[src/rtl/edge_pkg.sv]
// Shared definitions for the edge_pulse_gen block: edge-select mode encodings
// and a constant-evaluable ceiling-log2 helper used to size internal counters.
// No ports; imported by edge_chan and edge_pulse_gen.
package edge_pkg;

    localparam logic [1:0] MODE_OFF  = 2'b00;
    localparam logic [1:0] MODE_RISE = 2'b01;
    localparam logic [1:0] MODE_FALL = 2'b10;
    localparam logic [1:0] MODE_BOTH = 2'b11;

    // Smallest r with 2**r >= n; returns at least 1 so it can size a vector.
    function automatic int clog2(input int n);
        int r;
        r = 1;
        while ((1 << r) < n) begin
            r = r + 1;
        end
        return r;
    endfunction

endpackage

[src/rtl/edge_chan.sv]
// Purpose: one channel - input synchroniser, optional debounce, edge detect, retriggerable pulse.
// Latency: det_o true SYNC_STAGES-1 cycles after a_i is sampled; b_o rises one cycle later.
// Backpressure: none; a_i is sampled every cycle and pulses cannot be stalled.
//
// Ports: clk, rst (sync, active-high), a_i (async input), mode_i (edge select),
//        det_o (combinational edge detect), b_o (registered output pulse).
// Build option: EDGE_PULSE_GEN_DEBOUNCE_EN inserts a stable-cycle filter after the synchroniser.
module edge_chan
    import edge_pkg::*;
#(
    parameter int SYNC_STAGES     = 2,
    parameter int PULSE_LEN       = 3,
    parameter int DEBOUNCE_CYCLES = 4
) (
    input  logic       clk,
    input  logic       rst,
    input  logic       a_i,
    input  logic [1:0] mode_i,
    output logic       det_o,
    output logic       b_o
);

    localparam int CNT_BITS = clog2(PULSE_LEN + 1);
    localparam logic [CNT_BITS-1:0] LOAD = CNT_BITS'(PULSE_LEN);

    logic [SYNC_STAGES-1:0] sync_q;
    logic                   prev_q;
    logic [CNT_BITS-1:0]    cnt_q;
    logic [CNT_BITS-1:0]    cnt_d;
    logic                   b_q;
    logic                   s;
    logic                   filt;
    logic                   rise_en;
    logic                   fall_en;
    logic                   det;

    always_ff @(posedge clk) begin
        if (rst) begin
            sync_q <= '0;
        end else begin
            sync_q <= {sync_q[SYNC_STAGES-2:0], a_i};
        end
    end

    assign s = sync_q[SYNC_STAGES-1];

`ifdef EDGE_PULSE_GEN_DEBOUNCE_EN
    localparam int RUN_BITS = clog2(DEBOUNCE_CYCLES + 1);
    localparam logic [RUN_BITS-1:0] RUN_LAST = RUN_BITS'(DEBOUNCE_CYCLES - 1);

    logic                filt_q;
    logic [RUN_BITS-1:0] run_q;

    // filt follows s only once s has disagreed with it for DEBOUNCE_CYCLES
    // consecutive cycles; any agreement restarts the run.
    always_ff @(posedge clk) begin
        if (rst) begin
            filt_q <= 1'b0;
            run_q  <= '0;
        end else if (s != filt_q) begin
            if (run_q == RUN_LAST) begin
                filt_q <= s;
                run_q  <= '0;
            end else begin
                run_q <= run_q + 1'b1;
            end
        end else begin
            run_q <= '0;
        end
    end

    assign filt = filt_q;
`else
    logic unused_debounce;
    assign unused_debounce = (DEBOUNCE_CYCLES > 0);
    assign filt = s;
`endif

    // mode is live: a mode change alone never creates an edge because
    // detection only looks at the filt/prev_q pair.
    assign rise_en = (mode_i == MODE_RISE) || (mode_i == MODE_BOTH);
    assign fall_en = (mode_i == MODE_FALL) || (mode_i == MODE_BOTH);
    assign det     = (rise_en & filt & ~prev_q) | (fall_en & ~filt & prev_q);

    // A detect reloads the full length, so back-to-back edges merge gap-free.
    always_comb begin
        cnt_d = cnt_q;
        if (det) begin
            cnt_d = LOAD;
        end else if (cnt_q != '0) begin
            cnt_d = cnt_q - 1'b1;
        end
    end

    always_ff @(posedge clk) begin
        if (rst) begin
            prev_q <= 1'b0;
            cnt_q  <= '0;
            b_q    <= 1'b0;
        end else begin
            prev_q <= filt;
            cnt_q  <= cnt_d;
            b_q    <= (cnt_d != '0);
        end
    end

    assign det_o = det;
    assign b_o   = b_q;

endmodule

[src/rtl/edge_pulse_gen.sv]
// Purpose: multi-channel edge-to-pulse front end with busy flag and saturating edge counter.
// Latency: b rises SYNC_STAGES cycles after an input edge is sampled; busy one cycle after b.
// Backpressure: none; every input edge within the selected mode is counted and pulsed.
//
// Ports: clk, rst (sync, active-high), a[WIDTH] (async inputs), mode (00 off/01 rise/10 fall/11 both),
//        clr_cnt (sync clear of edge_cnt), b[WIDTH] (pulses), busy (registered OR of b),
//        edge_cnt[CNT_W] (saturating total of detected edges).
// Build option: EDGE_PULSE_GEN_DEBOUNCE_EN enables the per-channel debounce filter.
module edge_pulse_gen
    import edge_pkg::*;
#(
    parameter int WIDTH           = 4,
    parameter int SYNC_STAGES     = 2,
    parameter int PULSE_LEN       = 3,
    parameter int CNT_W           = 8,
    parameter int DEBOUNCE_CYCLES = 4
) (
    input  logic             clk,
    input  logic             rst,
    input  logic [WIDTH-1:0] a,
    input  logic [1:0]       mode,
    input  logic             clr_cnt,
    output logic [WIDTH-1:0] b,
    output logic             busy,
    output logic [CNT_W-1:0] edge_cnt
);

    localparam int PC_W  = clog2(WIDTH + 1);
    localparam int SUM_W = CNT_W + PC_W;
    localparam logic [CNT_W-1:0] CNT_MAX = '1;

    logic [WIDTH-1:0] det;
    logic [PC_W-1:0]  pc;
    logic [SUM_W-1:0] sum;
    logic [CNT_W-1:0] edge_cnt_q;
    logic [CNT_W-1:0] edge_cnt_d;
    logic             busy_q;

    for (genvar i = 0; i < WIDTH; i++) begin : g_chan
        edge_chan #(
            .SYNC_STAGES    (SYNC_STAGES),
            .PULSE_LEN      (PULSE_LEN),
            .DEBOUNCE_CYCLES(DEBOUNCE_CYCLES)
        ) u_chan (
            .clk   (clk),
            .rst   (rst),
            .a_i   (a[i]),
            .mode_i(mode),
            .det_o (det[i]),
            .b_o   (b[i])
        );
    end

    always_comb begin
        pc = '0;
        for (int i = 0; i < WIDTH; i++) begin
            pc = pc + PC_W'(det[i]);
        end
    end

    // The sum is computed wide enough that it never wraps before the clamp.
    assign sum = SUM_W'(edge_cnt_q) + SUM_W'(pc);

    always_comb begin
        edge_cnt_d = sum[CNT_W-1:0];
        if (clr_cnt) begin
            edge_cnt_d = '0;
        end else if (sum > SUM_W'(CNT_MAX)) begin
            edge_cnt_d = CNT_MAX;
        end
    end

    always_ff @(posedge clk) begin
        if (rst) begin
            edge_cnt_q <= '0;
            busy_q     <= 1'b0;
        end else begin
            edge_cnt_q <= edge_cnt_d;
            busy_q     <= |b;
        end
    end

    assign edge_cnt = edge_cnt_q;
    assign busy     = busy_q;

endmodule

[config.mk]
export PLATFORM = sky130hd
export DESIGN_NAME = edge_pulse_gen
export DESIGN_NICKNAME = d
export VERILOG_FILES = /design/src/rtl/edge_pkg.sv /design/src/rtl/edge_chan.sv /design/src/rtl/edge_pulse_gen.sv
export SDC_FILE = /design/constraint.sdc
export NUM_CORES = 1
export LEC_CHECK = 0
export CAP_MARGIN = 10
export CORE_MARGIN = 5
export CORE_UTILIZATION = 55
export CTS_BUF_LIST = sky130_fd_sc_hd__clkbuf_4
export CTS_CLUSTER_SIZE = 10
export DETAILED_ROUTE_END_ITERATION = 10
export DONT_BUFFER_PORTS = 1
export GPL_TIMING_DRIVEN = 0
export PLACE_DENSITY = 0.74
export SLEW_MARGIN = 10
export SYNTH_ARGS = -nofsm -noshare
export SYNTH_HDL_FRONTEND = slang
export SYNTH_SLANG_ARGS = --single-unit
[constraint.sdc]
create_clock -name clk -period 3.2 [get_ports clk]
set_input_delay 0.32 -clock clk [delete_from_list [all_inputs] [get_ports clk]]
set_output_delay 0.32 -clock clk [all_outputs]
set_load 0.1 [all_outputs]
==> impl_metrics.json <==
{
  "cts_tree": "yes",
  "clock_skew_ns": 0.00893,
  "ioPinCount": 22,
  "max-clock-path-buffers": 2,
  "fmax_mhz": 341,
  "worst_slew_pin_slew_ns": 1.17,
  "clk_pin_slew_ns": 0.10,
  "p_per_area_nw_per_um2": 585,
  "ys_warn_count": 0,
  "root_buffer": "clkbuf_4",
  "stdcell_count": 167,
  "hp-class": "in -> reg",
  "nets": 151,
  "core.rowCount": 17,
  "drt_first_pass_iters": 4,
  "whs_ns": 0.0406,
  "ir_drop_v": 0.000352,
  "final_hold_viol_count": 0,
  "grt_use_met2_pct": 18.7,
  "totalWireLength_um": 1940,
  "drive_gt1_share_pct": 11.5,
  "antenna_found_initial": 0,
  "synth_top_area_share_pct": 53.2,
  "status": "complete, no violations",
  "coreArea_um2": 2190,
  "yosysSeqAreaShare_pct": 53.2,
  "wl_per_cell_um": 11.6,
  "dp_hpwl_um": 1410,
  "port_buffers": 0,
  "slew-limit-headroom_pct": 21.8,
  "ys_top_cells_by_area": "dfxtp_1 (53%), a21oi_1 (6.8%), nor2b_1 (6.5%)",
  "die_h_um": 57.5,
  "min_period_ns": 2.94,
  "syn_nets": 144,
  "viasPerCell": 5.02,
  "gp_congestion": 0.793,
  "use_met3_pct": 6.79,
  "drt_iter0_markers": 14,
  "yosys_register_bits": 33,
  "async_flop_share_pct": 0,
  "clock-sinks": 33,
  "dpl_cell_area_um2": 1280,
  "place_ws_ns": -0.0914,
  "syn_avg_cell_area_um2": 9.48,
  "rsz0062_at_grt": "false",
  "critPathMaxFanout": 5,
  "antenna_cells": 0,
  "mostFrequentLayoutCells": "dfxtp_1 (32), a21oi_1 (17), nor2b_1 (13)",
  "overflow": 0,
  "fin_area_um2": 1360,
  "grt_max_degree": 11,
  "antenna_left": 0,
  "drv_cap": 0,
  "final_common_cell": "dfxtp_1",
  "dieWidth_um": 57.5,
  "setup_violations": 0,
  "synth_area_um2": 1240,
  "required_ns": 3.41,
  "grt_use_met1_pct": 16.7,
  "numCtsBuffers": 5,
  "timing.final.crit_share_pct": 91.8,
  "worstSkewPairLatency_ns": 0.33,
  "endpoint_kind": "register",
  "cts_setup_buffers": 0,
  "drc": 0,
  "ys_types": 27,
  "start_util_pct": 56.7,
  "grt_pass1_wl_um": 3350,
  "cts_htree_levels": 2,
  "dieArea_um2": 3310,
  "netlist_instances": 131,
  "grt_pass1_vias": 729,
  "synth_ff_type": "dfxtp_1",
  "fin_ws_ns": 0.264,
  "p_leak_nw": 0.504,
  "top_usage_layer": "met2",
  "grtUsageTotal_pct": 13.7,
  "crit_arrival_ns": 3.15,
  "synth_edf_count": 0,
  "critical_path_class": "reg -> reg",
  "vias": 839,
  "cts_resized": 1,
  "yosysTopAreaCell": "dfxtp_1",
  "worstSetupStartpointType": "register",
  "cts_hold_buffers": 0,
  "slew_violations": 0,
  "dp.cells": 159,
  "syn_to_final_growth_pct": 9.26
}
## metrics by stage
stage	power (mW)	utilization (%)	TNS [ns]
floorplan	0.495	-	0
global placement	0.501	58.3	-0.0322
detailed placement	0.503	58.3	-0.0914
CTS	0.807	62.0	0
global route	0.831	62.0	0
finish	0.794	62.0	0
## cells by family (layout without fill, tap and decap cells)
family                   count (synthesis)  count (layout)  share of synthesized area (%)
AO/OA/AOI/OAI                           26              26                           11.7
XOR/XNOR                                 2               2                           1.41
adder cells (fa/ha/maj)                  4               4                           5.84
buffers and inverters                   19              27                           6.95
flip-flops                              33              33                           53.2
AND/OR/NAND/NOR                         47              47                           20.9
## cell usage after synthesis, types with 2 or more instances
cell type,number
nor2b_1,13
nand2b_1,4
dfxtp_1,33
clkbuf_1,3
nor3_1,3
buf_4,4
fa_1,3
nand2_1,9
a31oi_1,5
inv_1,12
nor2_1,9
nand3_2,2
a21oi_1,17
## path summary, 6_finish.rpt
kind | startpoint | to | slack [ns] | cells after the start
worst max-delay path | edge_cnt[0] | edge_cnt[6] | 0.26 | 9
worst min-delay path | rst | g_chan[2].u_chan.sync_q[0] | 0.04 | 1
worst max register to register | edge_cnt[0] | edge_cnt[6] | 0.26 | 9
worst min register to register | g_chan[1].u_chan.sync_q[0] | g_chan[1].u_chan.sync_q[1] | 0.45 | 1
## critical path, stage by stage (launching register included)
cell and delay (ns):
dfxtp_2 0.67, inv_1 0.13, fa_1 0.51, fa_1 0.40, inv_1 0.09, fa_1 0.27, nand2_2 0.11, or4b_1 0.50
o21ai_1 0.09, nor2_1 0.05
## report_power, final
| part | internal, mW | total [mW] | switching (mW) |
|---|---|---|---|
| Clock | 0.171 | 0.302 | 0.131 |
| Sequential | 0.424 | 0.447 | 0.0228 |
| Combinational | 0.0149 | 0.0456 | 0.0307 |
## state kept, by name (all words and copies together), names as in the netlist
name                  count
g_chan.u_chan.cnt_q       8
g_chan.u_chan.prev_q      4
g_chan.u_chan.sync_q      8
g_chan.u_chan.b_o         4
edge_cnt                  8
busy                      1
## layout make-up
type                    count  area [um^2]
plain buffers               7         41.3
clock buffers               6         45.0
clock inverters             2         33.8
fillers                   178          833
inverters                  12         45.0
multi-input cells          79          495
flip-flops and latches     33          662
well taps                  28         35.0
## routing by layer
| metal | wire, um | share of wire [%] |
|---|---|---|
| met2 | 798 | 41 |
| met1 | 949 | 49 |
| met3 | 138 | 7.1 |
| met5 | 0 | 0 |
| met4 | 55 | 2.8 |
Power figures use the tool's default switching activity.
